<file path="src/rtl/spi_pkg.sv">
// spi_pkg: shared SPI state encoding, parameter checks and frame-length helper.
package spi_pkg;
   typedef enum logic [1:0] {IDLE, SHIFT, GAP} state_t;
   function automatic bit params_ok(input int data_w, input int clk_div, input int gap_cyc);
      return data_w >= 2 && clk_div >= 1 && gap_cyc >= 1;
   endfunction
   function automatic int frame_bits(input int data_w, input int parity_en);
      return data_w + (parity_en != 0 ? 1 : 0);
   endfunction
endpackage

</file>
<file path="src/rtl/spi_word_tx_if.sv">
// spi_word_tx_if: valid/ready word handshake into the SPI serializer.
interface spi_word_tx_if #(parameter int DATA_W = 8) ();
   logic [DATA_W-1:0] in_data;
   logic in_valid;
   logic in_ready;
   modport master (output in_data, output in_valid, input in_ready);
   modport slave (input in_data, input in_valid, output in_ready);
endinterface

</file>
<file path="src/rtl/spi_bit_timer.sv">
// spi_bit_timer: CLK_DIV half-period divider producing sclk_rise and bit_end strobes.
module spi_bit_timer #(
   parameter int CLK_DIV = 2
) (
   input  logic clk,
   input  logic rst,
   input  logic clr,
   input  logic run,
   output logic sclk_rise,
   output logic bit_end
);
   localparam int CW = $clog2(CLK_DIV + 1);
   logic [CW-1:0] cnt;
   logic hi, wrap;
   assign wrap = run && cnt == CW'(CLK_DIV - 1);
   assign sclk_rise = wrap && !hi;
   assign bit_end = wrap && hi;
   always_ff @(posedge clk) begin
      if (rst || clr) begin
         cnt <= '0;
         hi <= 1'b0;
      end else if (run) begin
         cnt <= wrap ? '0 : cnt + 1'b1;
         hi <= hi ^ wrap;
      end
   end
endmodule

</file>
<file path="src/rtl/spi_word_tx.sv">
// spi_word_tx: SPI mode-0 word serializer with valid/ready input and done pulse.
// Optional trailing even-parity bit when SPI_WORD_TX_PARITY_EN is defined.
module spi_word_tx
   import spi_pkg::*;
#(
   parameter int DATA_W = 8,
   parameter int CLK_DIV = 2,
   parameter int MSB_FIRST = 0,
   parameter int GAP_CYC = 2
) (
   input  logic clk,
   input  logic rst,
   spi_word_tx_if.slave s,
   output logic sclk,
   output logic mosi,
   output logic en,
   output logic done
);
`ifdef SPI_WORD_TX_PARITY_EN
   localparam int PAR = 1;
`else
   localparam int PAR = 0;
`endif
   localparam int BW = $clog2(DATA_W + 1);
   localparam int GW = $clog2(GAP_CYC + 1);
   localparam int NB = frame_bits(DATA_W, PAR);
   if (!params_ok(DATA_W, CLK_DIV, GAP_CYC)) begin : g_bad_params
      $error("spi_word_tx: illegal parameters");
   end
   state_t state, state_n;
   logic [DATA_W-1:0] sr;
   logic [BW-1:0] bcnt;
   logic [GW-1:0] gcnt;
   logic acc, sclk_rise, bit_end, last, gap_end, data_bit, bit_val;
   // in_ready is forced low during rst so a same-cycle valid is never accepted
   assign s.in_ready = state == IDLE && !rst;
   assign acc = s.in_valid && s.in_ready;
   assign last = bcnt == BW'(NB - 1);
   assign gap_end = gcnt == GW'(GAP_CYC - 1);
   assign data_bit = MSB_FIRST != 0 ? sr[DATA_W-1] : sr[0];
   spi_bit_timer #(.CLK_DIV(CLK_DIV)) u_timer (
      .clk(clk),
      .rst(rst),
      .clr(acc),
      .run(state == SHIFT),
      .sclk_rise(sclk_rise),
      .bit_end(bit_end)
   );
`ifdef SPI_WORD_TX_PARITY_EN
   logic par;
   always_ff @(posedge clk) par <= rst ? 1'b0 : acc ? ^s.in_data : par;
   assign bit_val = bcnt == BW'(DATA_W) ? par : data_bit;
`else
   assign bit_val = data_bit;
`endif
   always_ff @(posedge clk) state <= rst ? IDLE : state_n;
   always_comb begin
      state_n = state == IDLE ? (acc ? SHIFT : IDLE)
              : state == SHIFT ? (bit_end && last ? GAP : SHIFT)
              : (gap_end ? IDLE : GAP);
      en = state == SHIFT;
      mosi = state == SHIFT && bit_val;
      done = state == GAP && gcnt == '0;
   end
   always_ff @(posedge clk) begin
      if (rst) begin
         sr <= '0;
         bcnt <= '0;
      end else if (acc) begin
         sr <= s.in_data;
         bcnt <= '0;
      end else if (bit_end && !last) begin
         sr <= MSB_FIRST != 0 ? sr << 1 : sr >> 1;
         bcnt <= bcnt + 1'b1;
      end
   end
   always_ff @(posedge clk) begin
      gcnt <= !rst && state == GAP ? gcnt + 1'b1 : '0;
      sclk <= rst || acc ? 1'b0 : sclk_rise ? 1'b1 : bit_end ? 1'b0 : sclk;
   end
endmodule

</file>
<file path="src/flat_wrapper.sv">
// flat-port wrapper written by rule: the top's interface ports become plain ports
module spi_word_tx_flat import spi_pkg::*;
#(
   parameter int DATA_W = 8,
   parameter int CLK_DIV = 2,
   parameter int MSB_FIRST = 0,
   parameter int GAP_CYC = 2
)
  (clk, rst, sclk, mosi, en, done, s_in_data, s_in_valid, s_in_ready);
  spi_word_tx_if #(.DATA_W(DATA_W)) s_i ();
  input  logic clk;
  input  logic rst;
  output logic sclk;
  output logic mosi;
  output logic en;
  output logic done;
  input wire logic [$bits(s_i.in_data)-1:0] s_in_data;
  input wire logic [$bits(s_i.in_valid)-1:0] s_in_valid;
  output wire logic [$bits(s_i.in_ready)-1:0] s_in_ready;
  assign s_i.in_data = s_in_data;
  assign s_i.in_valid = s_in_valid;
  assign s_in_ready = s_i.in_ready;
  spi_word_tx #(.DATA_W(DATA_W), .CLK_DIV(CLK_DIV), .MSB_FIRST(MSB_FIRST), .GAP_CYC(GAP_CYC)) u_core (.clk(clk), .rst(rst), .s(s_i), .sclk(sclk), .mosi(mosi), .en(en), .done(done));
endmodule
</file>
<file path="config.mk">
export PLATFORM = sky130hd
export DESIGN_NAME = spi_word_tx_flat
export DESIGN_NICKNAME = d
export VERILOG_FILES = /design/src/rtl/spi_pkg.sv /design/src/rtl/spi_word_tx_if.sv /design/src/rtl/spi_bit_timer.sv /design/src/rtl/spi_word_tx.sv /design/src/flat_wrapper.sv
export SDC_FILE = /design/constraint.sdc
export NUM_CORES = 1
export LEC_CHECK = 0
export CORE_MARGIN = 3
export CORE_UTILIZATION = 33
export DETAILED_ROUTE_END_ITERATION = 8
export PLACE_DENSITY = 0.51
export SYNTH_ARGS = -nofsm -noshare
export SYNTH_HDL_FRONTEND = slang
export SYNTH_SLANG_ARGS = --single-unit
</file>
<file path="constraint.sdc">
create_clock -name clk -period 3.3 [get_ports clk]
set_clock_uncertainty 0.1 [all_clocks]
set_input_delay 0.495 -clock clk [delete_from_list [all_inputs] [get_ports clk]]
set_output_delay 0.495 -clock clk [all_outputs]
set_load 0.01 [all_outputs]
</file>
== Word level (Yosys, flattened, before mapping) ==
Cells that the tools add are included.

* Equal/unequal tests: 5
* Reductions and logical operators: 19
* Bitwise gates (word level): 1
* Add/sub/neg operators: 3
* Mux-type cells: 10

{| class="wikitable"
|+ Operator list
! cell !! count
|-
| two-way mux 8 bit || 2
|-
| logical AND 1 bit || 10
|-
| two-way mux 2 bit || 5
|-
| == test 2 x 1 -> 1 bit (second input constant) || 3
|-
| adder 2 x 1 -> 2 bit (second input constant) || 2
|-
| adder 4 x 1 -> 4 bit (second input constant) || 1
|-
| == test 4 x 3 -> 1 bit (second input constant) || 1
|-
| logical NOT 2 bit || 2
|-
| nonzero test 2 bit || 2
|-
| logical NOT 1 bit || 3
|-
| two-way mux 1 bit || 3
|-
| == test 2 bit (second input constant) || 1
|-
| OR reduction 2 bit || 1
|-
| logical OR 1 bit || 1
|-
| bitwise XOR 1 bit || 1
|}

* Bits in registers: 20
* Input bits: 11
* Word-level logic and storage cells: 45
* Output and inout port bits: 5

== Longest topological paths before layout ==
Gate-level depths: netlist (run 1).

* Word-level depth: 7
* Mapped depth: 9

== By module ==
Synthesis (run 1) repeated with hierarchy kept, for this count alone.

* Cell total of the unflattened synthesis: 110
* Area total of the unflattened synthesis: 964.7 um^2

{| class="wikitable"
|+ By module, submodules not included
! module !! seq. area each (um^2) !! area an instance (um^2) !! cells each !! instances
|-
| spi_word_tx || 340.3 || 838.3 || 96 || 1
|-
| spi_bit_timer || 60.1 || 126.4 || 14 || 1
|}

== Least setup slack after synthesis (run 1) ==
No wires, ideal clock.

* Kind: register -> register
* Start: register u_core.state[0]
* End: register u_core.state[1]
* Path buffers: 1
* Arrival time: 1.965 ns
* Path slack: 1.168 ns
* Period minus slack after synthesis: 2.132 ns
* Cell stages (with the launch flop): 10
* Data required time: 3.133 ns
* Setup time: 0.067 ns
* Cell sequence: dfxtp_1 > or2b_1 > inv_1 > nand2_1 > nor2_1 > ha_1 > clkbuf_1 > nand3_1 > o32a_1 > nor2_1

* Cells in the longest elaborated chain, start to end: 7

{| class="wikitable"
|+ RTL lines
! what !! RTL line !! RTL
|-
| start, declared || spi_word_tx.sv:30 || <nowiki>state_t state, state_n;</nowiki>
|-
| start signal, assigned || spi_word_tx.sv:56 || <nowiki>always_ff @(posedge clk) state <= rst ? IDLE : state_n;</nowiki>
|-
| == test 2 x 1 -> 1 bit * || -- ||
|-
| net en || flat_wrapper.sv:15 || <nowiki>output logic en;</nowiki>
|-
| logical AND 1 bit || spi_bit_timer.sv:15 || <nowiki>assign wrap = run && cnt == CW'(CLK_DIV - 1);</nowiki>
|-
| logical AND 1 bit || spi_bit_timer.sv:17 || <nowiki>assign bit_end = wrap && hi;</nowiki>
|-
| logical AND 1 bit || spi_word_tx.sv:59 || <nowiki>: state == SHIFT ? (bit_end && last ? GAP : SHIFT)</nowiki>
|-
| two-way mux 2 bit || spi_word_tx.sv:59 ||
|-
| two-way mux 2 bit * || spi_word_tx.sv:59 ||
|-
| two-way mux 2 bit * || spi_word_tx.sv:58 || <nowiki>state_n = state == IDLE ? (acc ? SHIFT : IDLE)</nowiki>
|}

The timed path passes the listed nets; every way through them passes the cells marked *.
A chain may end at the register's enable or synchronous reset.

== Worst setup path after layout (run 1) ==
* Start: register u_core.state[0]
* End: output mosi

* Cells in the longest elaborated chain, start to end: 2

{| class="wikitable"
|+ RTL lines
! what !! RTL line !! RTL
|-
| == test 2 x 1 -> 1 bit || spi_word_tx.sv:62 || <nowiki>mosi = state == SHIFT && bit_val;</nowiki>
|-
| logical AND 1 bit || spi_word_tx.sv:62 ||
|-
| end, declared || flat_wrapper.sv:14 || <nowiki>output logic mosi;</nowiki>
|}

No other way between the ends.

==> results.sh, run 1 <==
export IMPL_status="finished, final reports clean"
export IMPL_rrSetupSlack_ns=0.85
export IMPL_cp_depth=4
export IMPL_synth_seq_cells=20
export IMPL_die_area_sq_um=3670
export IMPL_cts_tree="done"
export IMPL_grt_max_degree=17
export IMPL_antenna_cells_inserted=0
export IMPL_final_common_cell="dfxtp_1"
export IMPL_ys_types=31
export IMPL_slew_headroom_pct=57.6
export IMPL_routed_wirelength_mm=2.02
export IMPL_ir_worst_vdd_v=0.000133
export IMPL_hold_buffers=0
export IMPL_routed_via_density=5.22
export IMPL_drive_above_1_share_pct=10.6
export IMPL_core_area_sq_um=2810
export IMPL_finalSetupViolations=0
export IMPL_vias=804
export IMPL_antenna_found_initial=0
export IMPL_period_needed_ns=2.49
export IMPL_grt_pass1_vias=722
export IMPL_cpPeakStageDelay_ns=0.53
export IMPL_routabilityCongestion=0.757
export IMPL_path_delay_family="buffers and inverters"
export IMPL_drc_errors=0
export IMPL_ys_seq_area_share_pct=40.8
export IMPL_final_nets=140
export IMPL_drv_cap=0
export IMPL_io_pins=16
export IMPL_ant_nets=0
export IMPL_hp_class="reg -> reg"
export IMPL_arrival_ns=1.90
export IMPL_port_buffers=15
export IMPL_initial_utilization_pct=35.0
export IMPL_r2r_start="u_core.state[0]"
export IMPL_whs_path_depth=1
export IMPL_criticalPathCategory="reg -> out"
export IMPL_total_power_mw=0.468
export IMPL_yosysTopAreaCell="dfxtp_1"
export IMPL_final_cell_mix="20 x dfxtp_1, 15 x nor2_1, 15 x clkdlybuf4s50_1, 11 x nand3_1, 10 x o21ai_0"
export IMPL_ys_warn_count=0
export IMPL_clk_insertion_delay_late_ns=0.30
export IMPL_r2r_end="u_core.bcnt[3]"
export IMPL_ys_top_cells_by_area="dfxtp_1 41%, a311oi_2 11%, ha_1 6.4%"
export IMPL_grt_pass1_wl_mm=3.15
export IMPL_synthToLayoutAreaGrowth_pct=19.7
export IMPL_synthCells=108
export IMPL_place_area_sq_um=1140
export IMPL_clock_sinks=20
export IMPL_syn_num_nets=124
export IMPL_r2r_cells=9
export IMPL_crit_start="u_core.state[0]"
export IMPL_cts_repair_resize_count=0
export IMPL_fin_area_sq_um=1180
export IMPL_clockBufferDepth=2
export IMPL_synth_main_ff_cell="dfxtp_1"
export IMPL_cp_end_kind="output pin"
export IMPL_fp_dieW_microns=60.6
export IMPL_post_synth_cell_area_avg_sq_um=9.09
export IMPL_dp_hpwl_mm=1.50
export IMPL_tns_ns=0
export IMPL_multi_input_area_sq_um=509
export IMPL_drt_iter0_drc=13
export IMPL_drv_slew=0
export IMPL_rows=19
export IMPL_crit_path_max_fanout=7
export IMPL_async_flop_share_pct=0
export IMPL_die_y_microns=60.6
export IMPL_worstSetupEndpoint="mosi"
export IMPL_syn_area_sq_um=982
export IMPL_hold_viol=0
export IMPL_worst_path_buf_inv=2
export IMPL_grt_usage_pct=11.8
export IMPL_fillers=294
export IMPL_post_cts_buffers=0
export IMPL_fmax_mhz=401
export IMPL_htreeDepth=1
export IMPL_finalCritPeriodShare_pct=75.5
export IMPL_required_ns=2.70
export IMPL_wl_per_cell_microns=13.1
export IMPL_clk_pin_slew_worst_paths_ns=0.11
export IMPL_overflow=0
export IMPL_worstMarginPinSlew_ns=0.636
export IMPL_numCtsBuffers=3
export IMPL_p_per_area_nw_per_um2=398
export IMPL_power_leakage_nw=0.409
export IMPL_slowest_stage="clkdlybuf4s50_1"
export IMPL_synthDominantCellAreaShare_pct=40.8
export IMPL_regArea_sq_um=400
export IMPL_clockRootBuffer="clkbuf_4"
export IMPL_crit_chain="or2b_1 > inv_1 > and2_1 > clkdlybuf4s50_1"
export IMPL_drtPass1Iterations=3
export IMPL_synth_edf_count=0
export IMPL_rsz0062_at_grt="no"
export IMPL_start_kind="register"
[cell families (layout without fill, tap and decap cells)]
family,after synthesis,in the layout,share of synthesized area (%)
flip-flops,20,20,40.8
adder cells (fa/ha/maj),5,5,6.37
AND/OR/NAND/NOR,40,40,21.1
XOR/XNOR,1,1,0.892
buffers and inverters,13,28,7.39
AO/OA/AOI/OAI,29,29,23.4
[state kept, by name, indices dropped and copies added, names as in the netlist]
name,cells
u_core.state,2
u_core.sr,8
u_core.u_timer.cnt,2
u_core.gcnt,2
u_core.sclk,1
u_core.u_timer.hi,1
u_core.bcnt,4
[per-layer routing]
| layer | share of wire, % | vias up | routed length, microns | track usage, % |
|---|---|---|---|---|
| li1 | - | 420 | - | - |
| met1 | 52 | 375 | 1050 | 15.9 |
| met2 | 44 | 7 | 884 | 17.3 |
| met3 | 3.4 | 2 | 68 | 2.77 |
| met4 | 1.3 | 0 | 26 | 6.50 |
| met5 | 0 | - | 0 | 0 |
[worst reg2reg max path: cells and delay by family, from the launching register on]
family                     cells  cell delay (ns)
DFF                            1             0.45
buffers and inverters          3             0.51
adders and majority gates      1             0.16
and+or+nand+nor                4             1.04
AOI/OAI and AO/OA              1             0.14
[synth_stat cells (2+ instances only)]
library cell and count:
a311oi_2 7, inv_1 7, dfxtp_1 20, nand3_1 11, ha_1 5, a21oi_1 7
clkbuf_1 3, o21ai_0 10, nor3_1 2, nor2_1 15
[metrics by stage]
step / std cells / utilization (%) / hold slack, ns / setup WS (ns)
final: 154 / 41.9 / 0.381 / 0.808
after detailed placement: 150 / 40.6 / 0.361 / 0.749
after CTS: 154 / 41.9 / 0.378 / 0.790
after global placement: 150 / 40.6 / 0.347 / 0.751
after global routing: 154 / 41.9 / 0.394 / 0.585
after floorplan: 108 / - / 0.332 / 1.17
[where the power goes]
| group | internal (mW) | switching, mW | leakage (nW) |
|---|---|---|---|
| combinational | 0.0327 | 0.0301 | 0.225 |
| clock | 0.0672 | 0.0785 | 0.0210 |
| sequential | 0.252 | 0.00736 | 0.163 |
| total | 0.352 | 0.116 | 0.409 |
[worst min-delay path by stage]
stage	startpoint	end	slack, ns
floorplan	u_core.gcnt[0]	u_core.gcnt[0]	0.33
global placement	u_core.gcnt[0]	u_core.gcnt[0]	0.35
detailed placement	u_core.gcnt[0]	u_core.gcnt[0]	0.36
CTS	u_core.gcnt[0]	u_core.gcnt[0]	0.38
global route	u_core.gcnt[0]	u_core.gcnt[0]	0.39
finish	u_core.gcnt[0]	u_core.gcnt[0]	0.38
[layout make-up]
| type | instances | share of cell area, % |
|---|---|---|
| Inverter | 7 | 2.23 |
| Timing Repair Buffer | 17 | 14.0 |
| Multi-Input combinational cell | 75 | 43.3 |
| Tap cell | 31 | 3.30 |
| Clock buffer | 4 | 3.09 |
| Sequential cell | 20 | 34.0 |
No activity file was read; power rests on OpenSTA's default activity.
==> run 2: changes to the inputs <==
==> constraint.sdc (replaced) <==
create_clock -name clk -period 2.51 [get_ports clk]
set_clock_uncertainty 0.1 [all_clocks]
set_input_delay 0.3765 -clock clk [delete_from_list [all_inputs] [get_ports clk]]
set_output_delay 0.3765 -clock clk [all_outputs]
set_load 0.01 [all_outputs]
==> results.sh, run 2 (synthesized netlist as in run 1, its figures left out) <==
export IMPL_status="finished, final reports clean"
export IMPL_rsz0062_at_grt="no"
export IMPL_power_leakage_nw=0.434
export IMPL_p_int_mw=0.541
export IMPL_finalSetupViolations=0
export IMPL_tns_ns=0
export IMPL_hold_buffers=0
export IMPL_io_pins=16
export IMPL_initial_utilization_pct=35.0
export IMPL_p_clk_share_pct=38.3
export IMPL_crit_chain="or2b_1 > inv_1 > buf_4 > and2_1 > clkdlybuf4s50_1"
export IMPL_place_ws_ns=0.402
export IMPL_final_common_cell="dfxtp_1"
export IMPL_criticalPathCategory="reg -> out"
export IMPL_path_delay_family="buffers and inverters"
export IMPL_cpPeakStageDelay_ns=0.52
export IMPL_numCtsBuffers=3
export IMPL_dp_hpwl_mm=1.50
export IMPL_drt_iter0_drc=22
export IMPL_rrSetupSlack_ns=0.42
export IMPL_port_buffers=15
export IMPL_power_frac_comb_pct=12.7
export IMPL_start_kind="register"
export IMPL_grt_pass1_wl_mm=3.48
export IMPL_cts_repair_resize_count=0
export IMPL_final_nets=144
export IMPL_hold_viol=0
export IMPL_fmax_mhz=423
export IMPL_top_regs="u_core.sr x8, u_core.bcnt x4"
export IMPL_postLayoutSetupSlackWorst_ns=0.148
export IMPL_required_ns=2.03
export IMPL_final_cell_mix="20 x dfxtp_1, 15 x nor2_1, 15 x clkdlybuf4s50_1, 11 x nand3_1, 10 x o21ai_0"
export IMPL_arrival_ns=1.89
export IMPL_synthToLayoutAreaGrowth_pct=24.5
export IMPL_worstMarginPinSlew_ns=0.379
export IMPL_seq_power_share_pct=49.1
export IMPL_drc_errors=0
export IMPL_grt_usage_pct=12.8
export IMPL_drive_above_1_share_pct=13.4
export IMPL_wl_per_cell_microns=12.9
export IMPL_cts_tree="done"
export IMPL_ir_worst_vdd_v=0.000192
export IMPL_period_needed_ns=2.36
export IMPL_grt_pass1_vias=785
export IMPL_clockBufferDepth=2
export IMPL_antenna_found_initial=0
export IMPL_clk_pin_slew_worst_paths_ns=0.11
export IMPL_switchingPower_mw=0.155
export IMPL_regMostFlops="u_core.sr"
export IMPL_core_area_sq_um=2810
export IMPL_clockRootBuffer="clkbuf_4"
export IMPL_worst_path_buf_inv=3
export IMPL_crit_path_max_fanout=7
export IMPL_routabilityCongestion=0.766
export IMPL_p_per_area_nw_per_um2=569
export IMPL_die_y_microns=60.6
export IMPL_routed_wirelength_mm=2.05
export IMPL_slowest_stage="clkdlybuf4s50_1"
export IMPL_antenna_cells_inserted=0
export IMPL_drv_slew=0
export IMPL_finalCritPeriodShare_pct=94.1
export IMPL_die_area_sq_um=3670
export IMPL_clock_sinks=20
export IMPL_rows=19
export IMPL_cp_end_kind="output pin"
export IMPL_clk_insertion_delay_late_ns=0.30
export IMPL_fp_dieW_microns=60.6
export IMPL_switching_share_pct=22.3
export IMPL_fillers=283
export IMPL_vias=843
export IMPL_hp_class="reg -> reg"
export IMPL_post_cts_buffers=0
export IMPL_htreeDepth=1
export IMPL_routed_via_density=5.34
export IMPL_slew_headroom_pct=74.8
export IMPL_drtPass1Iterations=4
export IMPL_grt_max_degree=17
export IMPL_largest_reg_flops=8
export IMPL_ant_nets=0
export IMPL_overflow=0
export IMPL_drv_cap=0
run 2: cell types whose count changed in the layout (fill, tap and decap cells not counted):
cell,previous run,this run
clkbuf_8,1,0
buf_4,2,6
bufinv_16,0,1
run 2: final timing paths:
path,from,end,cells past startpoint
setup / recovery,u_core.state[0],mosi,5
hold / removal,u_core.gcnt[0],u_core.gcnt[0],1
setup reg to reg,u_core.state[0],u_core.bcnt[3],8
hold reg to reg,u_core.gcnt[0],u_core.gcnt[0],1
run 2: worst reg2reg max path, stage by stage, from the launching register on:
cell     delay, ns
dfxtp_1       0.44
or2b_1        0.28
inv_1         0.08
nand2_1       0.06
nor2_1        0.16
ha_1          0.19
inv_1         0.09
or4_1         0.50
a21oi_1       0.14
run 2: power groups by stage:
stage / registers, mW / clock network (mW) / logic [mW]
2_1_floorplan: 0.346 / 0 / 0.0544
3_3_place_gp: 0.348 / 0 / 0.0886
3_5_place_dp: 0.349 / 0 / 0.0893
4_1_cts: 0.341 / 0.271 / 0.0898
5_1_grt: 0.344 / 0.292 / 0.0983
6_report: 0.341 / 0.266 / 0.0881
run 2: cell type report:
class                   count  area, sq um  area share [%]
clock inverters             1         30.0            2.46
repair buffers             21          195            16.0
multi-input cells          75          509            41.7
inverters                   7         26.3            2.15
flip-flops and latches     20          400            32.8
well taps                  31         38.8            3.17
clock buffers               3         22.5            1.84
run 2: per-layer routing:
layer  vias up  share of wire (%)  GRT usage (%)
li1        434                  -              -
met1       400                 52           17.4
met2         7                 44           19.0
met3         2                2.5           2.55
met4         0                1.3           7.12
met5         -                  0              0
run 2: through the flow:
stage                     instance area, sq um  utilization [%]  std cells  hold WS [ns]  power (mW)
after global placement                    1170             41.7        154         0.347       0.437
final                                     1220             43.6        158         0.372       0.695
after floorplan                            982                -        108         0.332       0.400
after CTS                                 1220             43.6        158         0.370       0.703
after global routing                      1220             43.6        158         0.382       0.734
after detailed placement                  1170             41.7        154         0.354       0.438
==> run 3: changes to the inputs <==
--- a/config.mk
+++ b/config.mk
@@ -5,10 +5,12 @@
 export SDC_FILE = /design/constraint.sdc
 export NUM_CORES = 1
 export LEC_CHECK = 0
+export CELL_PAD_IN_SITES_DETAIL_PLACEMENT = 2
+export CELL_PAD_IN_SITES_GLOBAL_PLACEMENT = 2
 export CORE_MARGIN = 3
-export CORE_UTILIZATION = 33
+export CORE_UTILIZATION = 31
 export DETAILED_ROUTE_END_ITERATION = 8
-export PLACE_DENSITY = 0.51
+export PLACE_DENSITY = 0.73
 export SYNTH_ARGS = -nofsm -noshare
 export SYNTH_HDL_FRONTEND = slang
 export SYNTH_SLANG_ARGS = --single-unit
==> results.sh, run 3 (synthesized netlist as in run 1, its figures left out) <==
export IMPL_cts_repair_resize_count=0
export IMPL_fp_dieW_microns=62.3
export IMPL_routabilityCongestion=0.742
export IMPL_fmax_mhz=425
export IMPL_worstMarginPinSlew_ns=0.408
export IMPL_whs_path_depth=1
export IMPL_grt_usage_pct=14.1
export IMPL_die_area_sq_um=3880
export IMPL_required_ns=2.03
export IMPL_p_per_area_nw_per_um2=486
export IMPL_regMostFlops="u_core.sr"
export IMPL_p_clk_share_pct=26.0
export IMPL_drc_errors=0
export IMPL_antenna_found_initial=0
export IMPL_clockBufferDepth=2
export IMPL_slew_headroom_pct=72.8
export IMPL_die_y_microns=62.3
export IMPL_io_pins=16
export IMPL_arrival_ns=1.88
export IMPL_clk_pin_slew_worst_paths_ns=0.11
export IMPL_holdPathEnd="u_core.gcnt[0]"
export IMPL_hold_start="u_core.gcnt[0]"
export IMPL_period_needed_ns=2.35
export IMPL_overflow=0
export IMPL_drv_cap=0
export IMPL_finalCritPeriodShare_pct=93.8
export IMPL_final_nets=142
export IMPL_top_regs="u_core.sr x8, u_core.bcnt x4"
export IMPL_r2r_end="u_core.bcnt[3]"
export IMPL_postLayoutSetupSlackWorst_ns=0.156
export IMPL_core_area_sq_um=2880
export IMPL_tns_ns=0
export IMPL_cp_end_kind="output pin"
export IMPL_start_kind="register"
export IMPL_hp_class="reg -> reg"
export IMPL_initial_utilization_pct=34.1
export IMPL_port_buffers=15
export IMPL_final_common_cell="dfxtp_1"
export IMPL_hold_buffers=0
export IMPL_post_cts_buffers=0
export IMPL_largest_reg_flops=8
export IMPL_rows=19
export IMPL_seq_power_share_pct=59.1
export IMPL_dp_hpwl_mm=1.92
export IMPL_antenna_cells_inserted=0
export IMPL_drive_above_1_share_pct=12.1
export IMPL_clockRootBuffer="clkbuf_4"
export IMPL_power_frac_comb_pct=14.9
export IMPL_fillers=330
export IMPL_place_ws_ns=0.217
export IMPL_ir_worst_vdd_v=0.000328
export IMPL_switchingPower_mw=0.148
export IMPL_fin_area_sq_um=1190
export IMPL_routed_wirelength_mm=2.58
export IMPL_final_cell_mix="19 x dfxtp_1, 15 x nor2_1, 15 x clkdlybuf4s50_1, 11 x nand3_1, 10 x o21ai_0"
export IMPL_wl_per_cell_microns=15.5
export IMPL_criticalPathCategory="reg -> out"
export IMPL_power_leakage_nw=0.410
export IMPL_drv_slew=0
export IMPL_routed_via_density=5.21
export IMPL_status="finished, final reports clean"
export IMPL_finalSetupViolations=0
export IMPL_grt_max_degree=17
export IMPL_ant_nets=0
export IMPL_grt_pass1_wl_mm=4.42
export IMPL_htreeDepth=1
export IMPL_rrSetupSlack_ns=0.27
export IMPL_vias=865
export IMPL_drt_iter0_drc=19
export IMPL_hold_viol=0
export IMPL_p_int_mw=0.432
export IMPL_place_area_sq_um=1170
export IMPL_r2r_start="u_core.state[0]"
export IMPL_numCtsBuffers=3
export IMPL_clk_insertion_delay_late_ns=0.30
export IMPL_rsz0062_at_grt="no"
export IMPL_clock_sinks=20
export IMPL_synthToLayoutAreaGrowth_pct=21.4
export IMPL_r2r_cells=8
export IMPL_drtPass1Iterations=3
export IMPL_grt_pass1_vias=939
export IMPL_cts_tree="done"
export IMPL_switching_share_pct=25.4
export IMPL_crit_path_max_fanout=7
run 3: how the worst max path moves through the flow:
| stage | slack [ns] | depth (start not counted) | start | endpoint |
|---|---|---|---|---|
| after floorplan | 0.38 | 9 | u_core.state[0] | u_core.state[1] |
| after global placement | 0.38 | 8 | u_core.state[0] | u_core.bcnt[3] |
| after detailed placement | 0.22 | 8 | u_core.state[0] | u_core.bcnt[3] |
| after CTS | 0.06 | 4 | u_core.state[0] | mosi |
| after global routing | 0.05 | 4 | u_core.state[0] | mosi |
| final | 0.16 | 4 | u_core.state[0] | mosi |
run 3: through the flow:
stage | hold WS [ns] | std cells | power [mW] | util [%]
after floorplan | 0.332 | 108 | 0.400 | -
after global placement | 0.354 | 163 | 0.433 | 40.6
after detailed placement | 0.377 | 163 | 0.438 | 40.6
after CTS | 0.389 | 166 | 0.591 | 41.4
after global routing | 0.415 | 166 | 0.619 | 41.5
final | 0.384 | 166 | 0.580 | 41.5
run 3: metal layers:
metal  wire length (microns)  GRT usage, %  vias to the layer above
met5                       0             0                        -
li1                        -             -                      422
met3                     109          4.86                        2
met4                      18          3.31                        0
met2                    1240          23.3                       13
met1                    1210          17.7                      428
run 3: power groups by stage:
stage	clock, mW	combinational [mW]	sequential [mW]
finish	0.151	0.0864	0.343
CTS	0.160	0.0885	0.343
detailed placement	0	0.0879	0.350
global placement	0	0.0844	0.349
floorplan	0	0.0544	0.346
global route	0.178	0.0961	0.345
run 3: worst max-delay path, cell delays in order (launching register included):
cell,delay [ns]
dfxtp_2,0.40
or2b_1,0.28
inv_1,0.18
and2_1,0.18
clkdlybuf4s50_1,0.54
run 3: final cells by class:
type | count | area, sq um | share of cell area [%]
clock buffer | 3 | 22.5 | 1.89
inverter | 7 | 26.3 | 2.20
multi-input combinational | 75 | 509 | 42.7
sequential | 20 | 402 | 33.7
tap | 42 | 52.6 | 4.41
timing repair buffer | 19 | 180 | 15.1
